### config.mk
export PLATFORM = sky130hd
export DESIGN_NAME = counter_display_ctrl
export DESIGN_NICKNAME = d
export VERILOG_FILES = /design/src/rtl/counter_display_ctrl.sv
export SDC_FILE = /design/constraint.sdc
export NUM_CORES = 1
export LEC_CHECK = 0
export ABC_AREA = 1
export BUFFER_PORTS_ARGS = -buffer_cell sky130_fd_sc_hd__buf_2
export CORE_UTILIZATION = 30
export CTS_CLUSTER_DIAMETER = 200
export DETAILED_ROUTE_END_ITERATION = 12
export PLACE_DENSITY = 0.52
export RECOVER_POWER = 25
export SLEW_MARGIN = 25
export SYNTH_ARGS = -nofsm -noshare
export SYNTH_HDL_FRONTEND = slang
export SYNTH_SLANG_ARGS = --single-unit
### constraint.sdc
create_clock -name clk -period 4.11 [get_ports clk]
set_clock_uncertainty 0.1 [all_clocks]
set_input_delay 0.6165 -clock clk [delete_from_list [all_inputs] [get_ports clk]]
set_output_delay 0.6165 -clock clk [all_outputs]
set_load 0.01 [all_outputs]
### src/rtl/counter_display_ctrl.sv
// N-digit hex/BCD up/down counter stepped by a debounced button or an auto-rate tick,
// shown on a multiplexed active-low seven-segment display. Single clock, tick enables only.
module counter_display_ctrl #(
    parameter int NUM_DIGITS      = 4,
    parameter int SCAN_DIV        = 50000,
    parameter int COUNT_DIV       = 50000000,
    parameter int DEBOUNCE_CYCLES = 1000000
) (
    input  logic                  clk,
    input  logic                  reset,
    input  logic                  button,
    input  logic                  mode_select,
    input  logic                  count_down,
    input  logic                  bcd_mode,
    input  logic                  clear,
    output logic [NUM_DIGITS-1:0] digit_select,
    output logic [6:0]            seven,
    output logic                  wrap
);

    localparam int CW = 4 * NUM_DIGITS;
    localparam int SW = $clog2(SCAN_DIV);
    localparam int AW = $clog2(COUNT_DIV);
    localparam int DW = $clog2(DEBOUNCE_CYCLES);
    localparam int IW = (NUM_DIGITS > 1) ? $clog2(NUM_DIGITS) : 1;

    logic [SW-1:0] scan_cnt;
    logic [AW-1:0] auto_cnt;
    logic          scan_tick;
    logic          auto_tick;

    logic          sync1;
    logic          sync2;
    logic          deb_level;
    logic          deb_prev;
    logic [DW-1:0] deb_cnt;
    logic          press;

    logic          bcd_prev;
    logic          radix_change;
    logic          step;

    logic [CW-1:0] count;
    logic [CW-1:0] stepped;
    logic [CW-1:0] count_next;
    logic          carry;
    logic [3:0]    nib;
    logic [3:0]    max_nib;

    logic [IW-1:0]         scan_idx;
    logic [IW-1:0]         idx_next;
    logic [NUM_DIGITS-1:0] sel_next;
    logic [3:0]            shown_nib;

    function automatic logic [6:0] decode(input logic [3:0] value);
        logic [6:0] seg;
        case (value)
            4'h0:    seg = 7'b1000000;
            4'h1:    seg = 7'b1111001;
            4'h2:    seg = 7'b0100100;
            4'h3:    seg = 7'b0110000;
            4'h4:    seg = 7'b0011001;
            4'h5:    seg = 7'b0010010;
            4'h6:    seg = 7'b0000010;
            4'h7:    seg = 7'b1111000;
            4'h8:    seg = 7'b0000000;
            4'h9:    seg = 7'b0010000;
            4'hA:    seg = 7'b0001000;
            4'hB:    seg = 7'b0000011;
            4'hC:    seg = 7'b1000110;
            4'hD:    seg = 7'b0100001;
            4'hE:    seg = 7'b0000110;
            default: seg = 7'b0001110;
        endcase
        return seg;
    endfunction

    assign scan_tick = (scan_cnt == SW'(SCAN_DIV - 1));
    assign auto_tick = (auto_cnt == AW'(COUNT_DIV - 1));

    always_ff @(posedge clk) begin
        if (reset) begin
            scan_cnt <= '0;
            auto_cnt <= '0;
        end else begin
            scan_cnt <= scan_tick ? '0 : scan_cnt + SW'(1);
            auto_cnt <= auto_tick ? '0 : auto_cnt + AW'(1);
        end
    end

    // The level flips only after DEBOUNCE_CYCLES consecutive disagreeing samples.
    always_ff @(posedge clk) begin
        if (reset) begin
            sync1     <= 1'b0;
            sync2     <= 1'b0;
            deb_level <= 1'b0;
            deb_prev  <= 1'b0;
            deb_cnt   <= '0;
        end else begin
            sync1    <= button;
            sync2    <= sync1;
            deb_prev <= deb_level;
            if (sync2 != deb_level) begin
                if (deb_cnt == DW'(DEBOUNCE_CYCLES - 1)) begin
                    deb_level <= sync2;
                    deb_cnt   <= '0;
                end else begin
                    deb_cnt <= deb_cnt + DW'(1);
                end
            end else begin
                deb_cnt <= '0;
            end
        end
    end

    assign press        = deb_level & ~deb_prev;
    assign step         = mode_select ? auto_tick : press;
    assign radix_change = bcd_mode ^ bcd_prev;

    // Per-nibble ripple; hex is the same chain with a limit of 15.
    always_comb begin
        stepped = count;
        carry   = 1'b1;
        nib     = '0;
        max_nib = bcd_mode ? 4'd9 : 4'd15;
        for (int i = 0; i < NUM_DIGITS; i++) begin
            nib = count[4*i +: 4];
            if (carry) begin
                if (count_down) begin
                    if (nib == 4'd0) begin
                        stepped[4*i +: 4] = max_nib;
                    end else begin
                        stepped[4*i +: 4] = nib - 4'd1;
                        carry             = 1'b0;
                    end
                end else begin
                    if (nib == max_nib) begin
                        stepped[4*i +: 4] = 4'd0;
                    end else begin
                        stepped[4*i +: 4] = nib + 4'd1;
                        carry             = 1'b0;
                    end
                end
            end
        end
    end

    always_comb begin
        count_next = count;
        if (clear || radix_change) begin
            count_next = '0;
        end else if (step) begin
            count_next = stepped;
        end
    end

    always_ff @(posedge clk) begin
        if (reset) begin
            count    <= '0;
            bcd_prev <= 1'b0;
            wrap     <= 1'b0;
        end else begin
            count    <= count_next;
            bcd_prev <= bcd_mode;
            wrap     <= ~clear & ~radix_change & step & carry;
        end
    end

    // Segments are decoded from the next count and next index so they stay aligned with the anode.
    always_comb begin
        idx_next  = scan_idx;
        sel_next  = '1;
        shown_nib = '0;
        if (scan_tick) begin
            idx_next = (scan_idx == IW'(NUM_DIGITS - 1)) ? '0 : scan_idx + IW'(1);
        end
        for (int i = 0; i < NUM_DIGITS; i++) begin
            if (IW'(i) == idx_next) begin
                sel_next[i] = 1'b0;
                shown_nib   = count_next[4*i +: 4];
            end
        end
    end

    always_ff @(posedge clk) begin
        if (reset) begin
            scan_idx     <= '0;
            digit_select <= {{(NUM_DIGITS-1){1'b1}}, 1'b0};
            seven        <= 7'b1000000;
        end else begin
            scan_idx     <= idx_next;
            digit_select <= sel_next;
            seven        <= decode(shown_nib);
        end
    end

endmodule

-- After elaboration in Yosys (flattened, before gate mapping)
Memories as Yosys holds them, arrays and structs flattened. A register that Yosys moved wholly into a read port is not among the register bits.
Cells that the tools add are included.
- bits in registers: 90
- memory bits (read-only): 112
- output and inout port bits: 12
- memories: 1
- memory list (name ; words ; width ; read ports ; clocked after Yosys merged registers in ; wr ports ; line ; RTL):
    (no name shown) ; 16 ; 7 ; 1 ; 1 ; 0 ; 57 ; case (value)
- add/sub/neg operators: 12
- equality and inequality tests: 12
- muxes and demuxes: 44
- bitwise operators: 9
- reductions and logical operators: 10
- operators with widths (kind ; number):
    2-to-1 mux 4 bit ; 19
    2-to-1 mux 16 bit ; 2
    adder 26 x 1 -> 26 bit (second input constant) ; 1
    == test 26 bit (second input constant) ; 1
    adder 20 x 1 -> 20 bit (second input constant) ; 1
    == test 20 bit (second input constant) ; 1
    2-to-1 mux 1 bit ; 20
    adder 16 x 1 -> 16 bit (second input constant) ; 1
    adder 4 x 1 -> 4 bit (second input constant) ; 4
    == test 16 bit (second input constant) ; 1
    == test 4 bit ; 4
    zero test 4 bit ; 4
    subtractor 4 x 1 -> 4 bit (second input constant) ; 4
    AND 1 bit ; 4
    == test 2 bit (first input constant) ; 2
    2-to-1 mux 2 bit ; 2
    inverter 1 bit ; 4
    OR reduction 2 bit ; 2
    2-to-1 mux 3 bit ; 1
    OR reduction 3 bit ; 1
    adder 2 x 1 -> 2 bit (second input constant) ; 1
    == test 1 x 2 -> 1 bit (first input constant) ; 1
    == test 2 bit (second input constant) ; 1
    zero test 2 bit ; 1
    other kinds (4) ; 4

-- Logic depth before layout (Yosys ltp)
- word-level depth: 13
- mapped depth: 22
- gate-level depth less buffers: 21

-- Least setup slack after synthesis
OpenSTA, ideal clock, no wires.
- kind: input port to flip-flop
- start: input port bcd_mode
- end: register seven[3]
- setup time: 0.132 ns
- data arrival time: 2.290 ns
- required time: 3.878 ns
- slack: 1.588 ns
- cell stages on the path: 13
- buffers on the path: 2
- path through: inv_2 -> buf_6 -> nor2_1 -> or2_1 -> a21oi_4 -> buf_2 -> o2111ai_1 -> nand2_1 -> nand2_1 -> ha_1 -> nand3_1 -> nand3_1 -> a21oi_1
- word-level cells in the longest chain between the ends: 10
- elaborated cells on any way between the ends: 36
- classes of those cells: eq/ne (4); mux (30); bitwise (1); reduce/logical (1)
- RTL lines (what ; line ; RTL):
    start, declared ; 14 ; input logic bcd_mode,
    2-to-1 mux 3 bit ; 125 ; max_nib = bcd_mode ? 4'd9 : 4'd15;
    == test 4 bit ; 137 ; if (nib == max_nib) begin
    2-to-1 mux 4 bit / 2-to-1 mux 1 bit (equally long branches) ; 137 ;
    2-to-1 mux 4 bit / 2-to-1 mux 1 bit (equally long branches) ; 129 ; if (count_down) begin
    2-to-1 mux 16 bit, or another cell as far along ; 152 ; end else if (step) begin
    2-to-1 mux 16 bit * ; 150 ; if (clear || radix_change) begin
    2-to-1 mux 4 bit, or another cell as far along (2 in a row) ; 178 ; if (IW'(i) == idx_next) begin
    2-to-1 mux 4 bit / 2-to-1 mux 16 bit (equally long branches) ; 178, 150 ;
    2-to-1 mux 4 bit * ; 178 ;
    end, declared ; 17 ; output logic [6:0] seven,
Every way passes the cells marked *; elsewhere a longest branch is shown, timed or not.
A chain may end at the register's enable or synchronous reset.

-- Worst setup path in the final report
- start: input port count_down
- end: register seven[0]
- word-level cells in the longest chain between the ends: 7
- elaborated cells on any way between the ends: 18
- classes of those cells: mux (18)
- RTL lines (what ; line ; RTL):
    start, declared ; 13 ; input logic count_down,
    2-to-1 mux 4 bit / 2-to-1 mux 1 bit (equally long branches) ; 129 ;
    2-to-1 mux 16 bit * ; 152 ;
    2-to-1 mux 16 bit * ; 150 ;
    2-to-1 mux 4 bit, or another cell as far along (2 in a row) ; 178 ;
    2-to-1 mux 4 bit / 2-to-1 mux 16 bit (equally long branches) ; 178, 150 ;
    2-to-1 mux 4 bit * ; 178 ;
Marks and branches as above.

==> impl_metrics.yaml <==
detailed_routing:
  drc: 0
  via_per_inst: 4.74
  drt-pass1-iter-count: 7
  wirelength_mm: 13.2
  dr_total_vias: 5112
  drt_iter0_drc: 314
  wl_per_cell_um: 12.2
  final_antenna_net_count: 0
setup_path:
  cp.required_ns: 4.19
  worstPathArrival_ns: 3.01
  worstSetupPathType: "in -> reg"
  endpoint_kind: "flop"
  startpoint_type: "input pin"
  cp_max_fo: 20
timing:
  tightest_slew_ns: 1.41
  fin_crit_ns: 2.93
  rsz0062_at_grt: "no"
  report.final.slew_viol_count: 0
  tns_ns: 0
  finalCritPeriodShare: 0.713
  fmax_mhz: 341
  relSlewSlack: 0.0626
  whs_ns: 0.326
  hold_viol_final: 0
  setup_viol: 0
logic_synthesis:
  synth_fp_nets: 852
  synth_cells: 827
  yosysWarnings: 0
  yosysSeqAreaShare: 0.340
  synth_edf_count: 0
  ys.flop_type: "dfxtp_1"
  ys_ff_latch: 97
  ys_async_sr_fraction: 0
  yosysUniqueCellTypes: 46
  netlist_area_um2: 5710
  synth_area_per_cell_um2: 6.90
pwr:
  p_per_area_nw_per_um2: 314
  p_sw_mw: 0.464
  p_sw_frac: 0.235
  irDropWorstVdd_uv: 214
  p_leak_nw: 2.58
  intPower_mw: 1.51
  seq_power_share: 0.482
  clkPwrFrac: 0.476
  combPwrFrac: 0.042
placement:
  place.gp.congestion: 0.832
  dp.final_hpwl_mm: 9.80
  numPortBuffers: 18
clock_network:
  clk_pin_slew_ns: 0.07
  worstSkewPairLatency_ns: 0.36
  cts_made_buffers: 9
  holdBufCountCts: 0
  cts.htree.levels: 3
  cts_root_buf: "clkbuf_16"
  cts_resized: 0
  cts_setup_buffers: 0
  clockBufferDepth: 2
  cts.sinks: 97
  tritoncts: "yes"
die:
  boundaryPins: 19
  die-area_um2: 19600
  start_util: 0.305
  rows: 50
  die_y_um: 140
  die_width_um: 140
  core_um2: 18700
grt:
  grt_pass1_vias: 4696
  grt_pass1_wl_mm: 22.7
  grt_overflow: 0
  grt_use_total: 0.145
  antenna_found_initial: 1
  grt_max_degree: 29
layout:
  n_antenna_cell: 0
  syn_to_final_growth_pct: 10.2
  final_nets: 865
  layout-drive-gt1-share: 0.118
run:
  cap_violations: 0
hold_path:
  hold_path.class: "reg -> reg"
status:
  outcome: "finished, final reports clean"
[synth_stat cells, types with 7 or more instances]
cell type | n | area share
inv_1 | 73 | 0.048
nand2_1 | 202 | 0.13
xor2_1 | 16 | 0.025
nor4_1 | 8 | 0.0088
nor2_2 | 9 | 0.0099
a21oi_1 | 37 | 0.032
inv_2 | 16 | 0.011
ha_1 | 18 | 0.039
nor2_4 | 7 | 0.014
o21ai_0 | 21 | 0.018
nand2_2 | 18 | 0.020
nor2_1 | 101 | 0.066
nor3_1 | 17 | 0.015
nand3_1 | 72 | 0.063
o21a_1 | 7 | 0.0092
dfxtp_1 | 97 | 0.34
nand4_1 | 23 | 0.025
[sequential cells by signal (all words and copies together), names as in the netlist, 2 cells and up]
| name | cells |
|---|---|
| count | 16 |
| seven | 7 |
| scan_cnt | 16 |
| digit_select | 4 |
| scan_idx | 2 |
| deb_cnt | 20 |
| auto_cnt | 26 |
[power by group through the flow]
stage / clock network, mW / logic, mW / registers (mW)
after floorplan: 0 / 0.0678 / 0.971
after global placement: 0 / 0.0846 / 0.972
after detailed placement: 0 / 0.0843 / 0.972
after CTS: 0.970 / 0.0847 / 0.950
after global routing: 1.01 / 0.0956 / 0.950
final: 0.939 / 0.0838 / 0.950
[per-stage QoR]
stage	utilization	total power, mW	cells	setup slack (ns)	cell area, µm²
final	0.336	1.97	1079	1.18	6290
after global routing	0.336	2.06	1079	0.856	6290
after CTS	0.338	2.00	1079	1.26	6320
after detailed placement	0.320	1.06	1063	0.910	5990
after global placement	0.320	1.06	1063	0.970	5990
after floorplan	-	1.04	827	1.59	5710
[layout make-up]
cell class	count	area (µm²)
clock buffer	9	225
clock inverter	7	100
fill	2025	12400
inverter	92	345
multi-input combinational	620	3300
sequential	97	1940
tap	234	293
timing repair buffer	20	85.1
[per-layer routing]
layer / global-route usage / wire length, µm / up-vias
met2: 0.223 / 5660 / 89
met1: 0.196 / 6760 / 2281
met4: 0.0567 / 243 / 2
met5: 0 / 10 / -
li1: - / - / 2721
met3: 0.0311 / 496 / 19
[cell families (layout without fill, tap and decap cells)]
family,Yosys count,after routing,synth area share
adders and majority gates,18,18,0.0395
buffers and inverters,110,128,0.0800
and+or+nand+nor,497,497,0.422
xor gates and xnor gates,22,22,0.0338
AOI/OAI and AO/OA,83,83,0.0851
DFF,97,97,0.340
[cells in the final DEF (no fill, tap or decap), types with 15 or more instances in the layout]
cell,count
xor2_1,16
inv_1,74
inv_2,15
nand4_1,23
dfxtp_1,97
nor3_1,17
ha_1,18
nand3_1,72
nand2_1,203
a21oi_1,37
nand2_2,17
nor2_1,102
o21ai_0,21
[worst max-delay path, stage by stage]
cell	delay, ns
buf_2	0.22
inv_2	0.26
nand2_1	0.08
nor2_1	0.17
nand3_4	0.12
nand2_4	0.08
nand3_2	0.14
o21ai_0	0.27
nand2_1	0.14
o2111ai_1	0.10
nand3_1	0.19
ha_1	0.24
inv_1	0.10
nand3_1	0.10
nand3_1	0.09
a21oi_1	0.06
[final timing paths]
kind / cells past startpoint / end / slack [ns] / startpoint
setup / recovery: 16 / seven[0] / 1.18 / count_down
hold / removal: 2 / sync2 / 0.33 / sync1
setup reg to reg: 16 / seven[0] / 1.19 / count[4]
hold reg to reg: 2 / sync2 / 0.33 / sync1
Note: power is estimated with default switching activity, not from simulation.
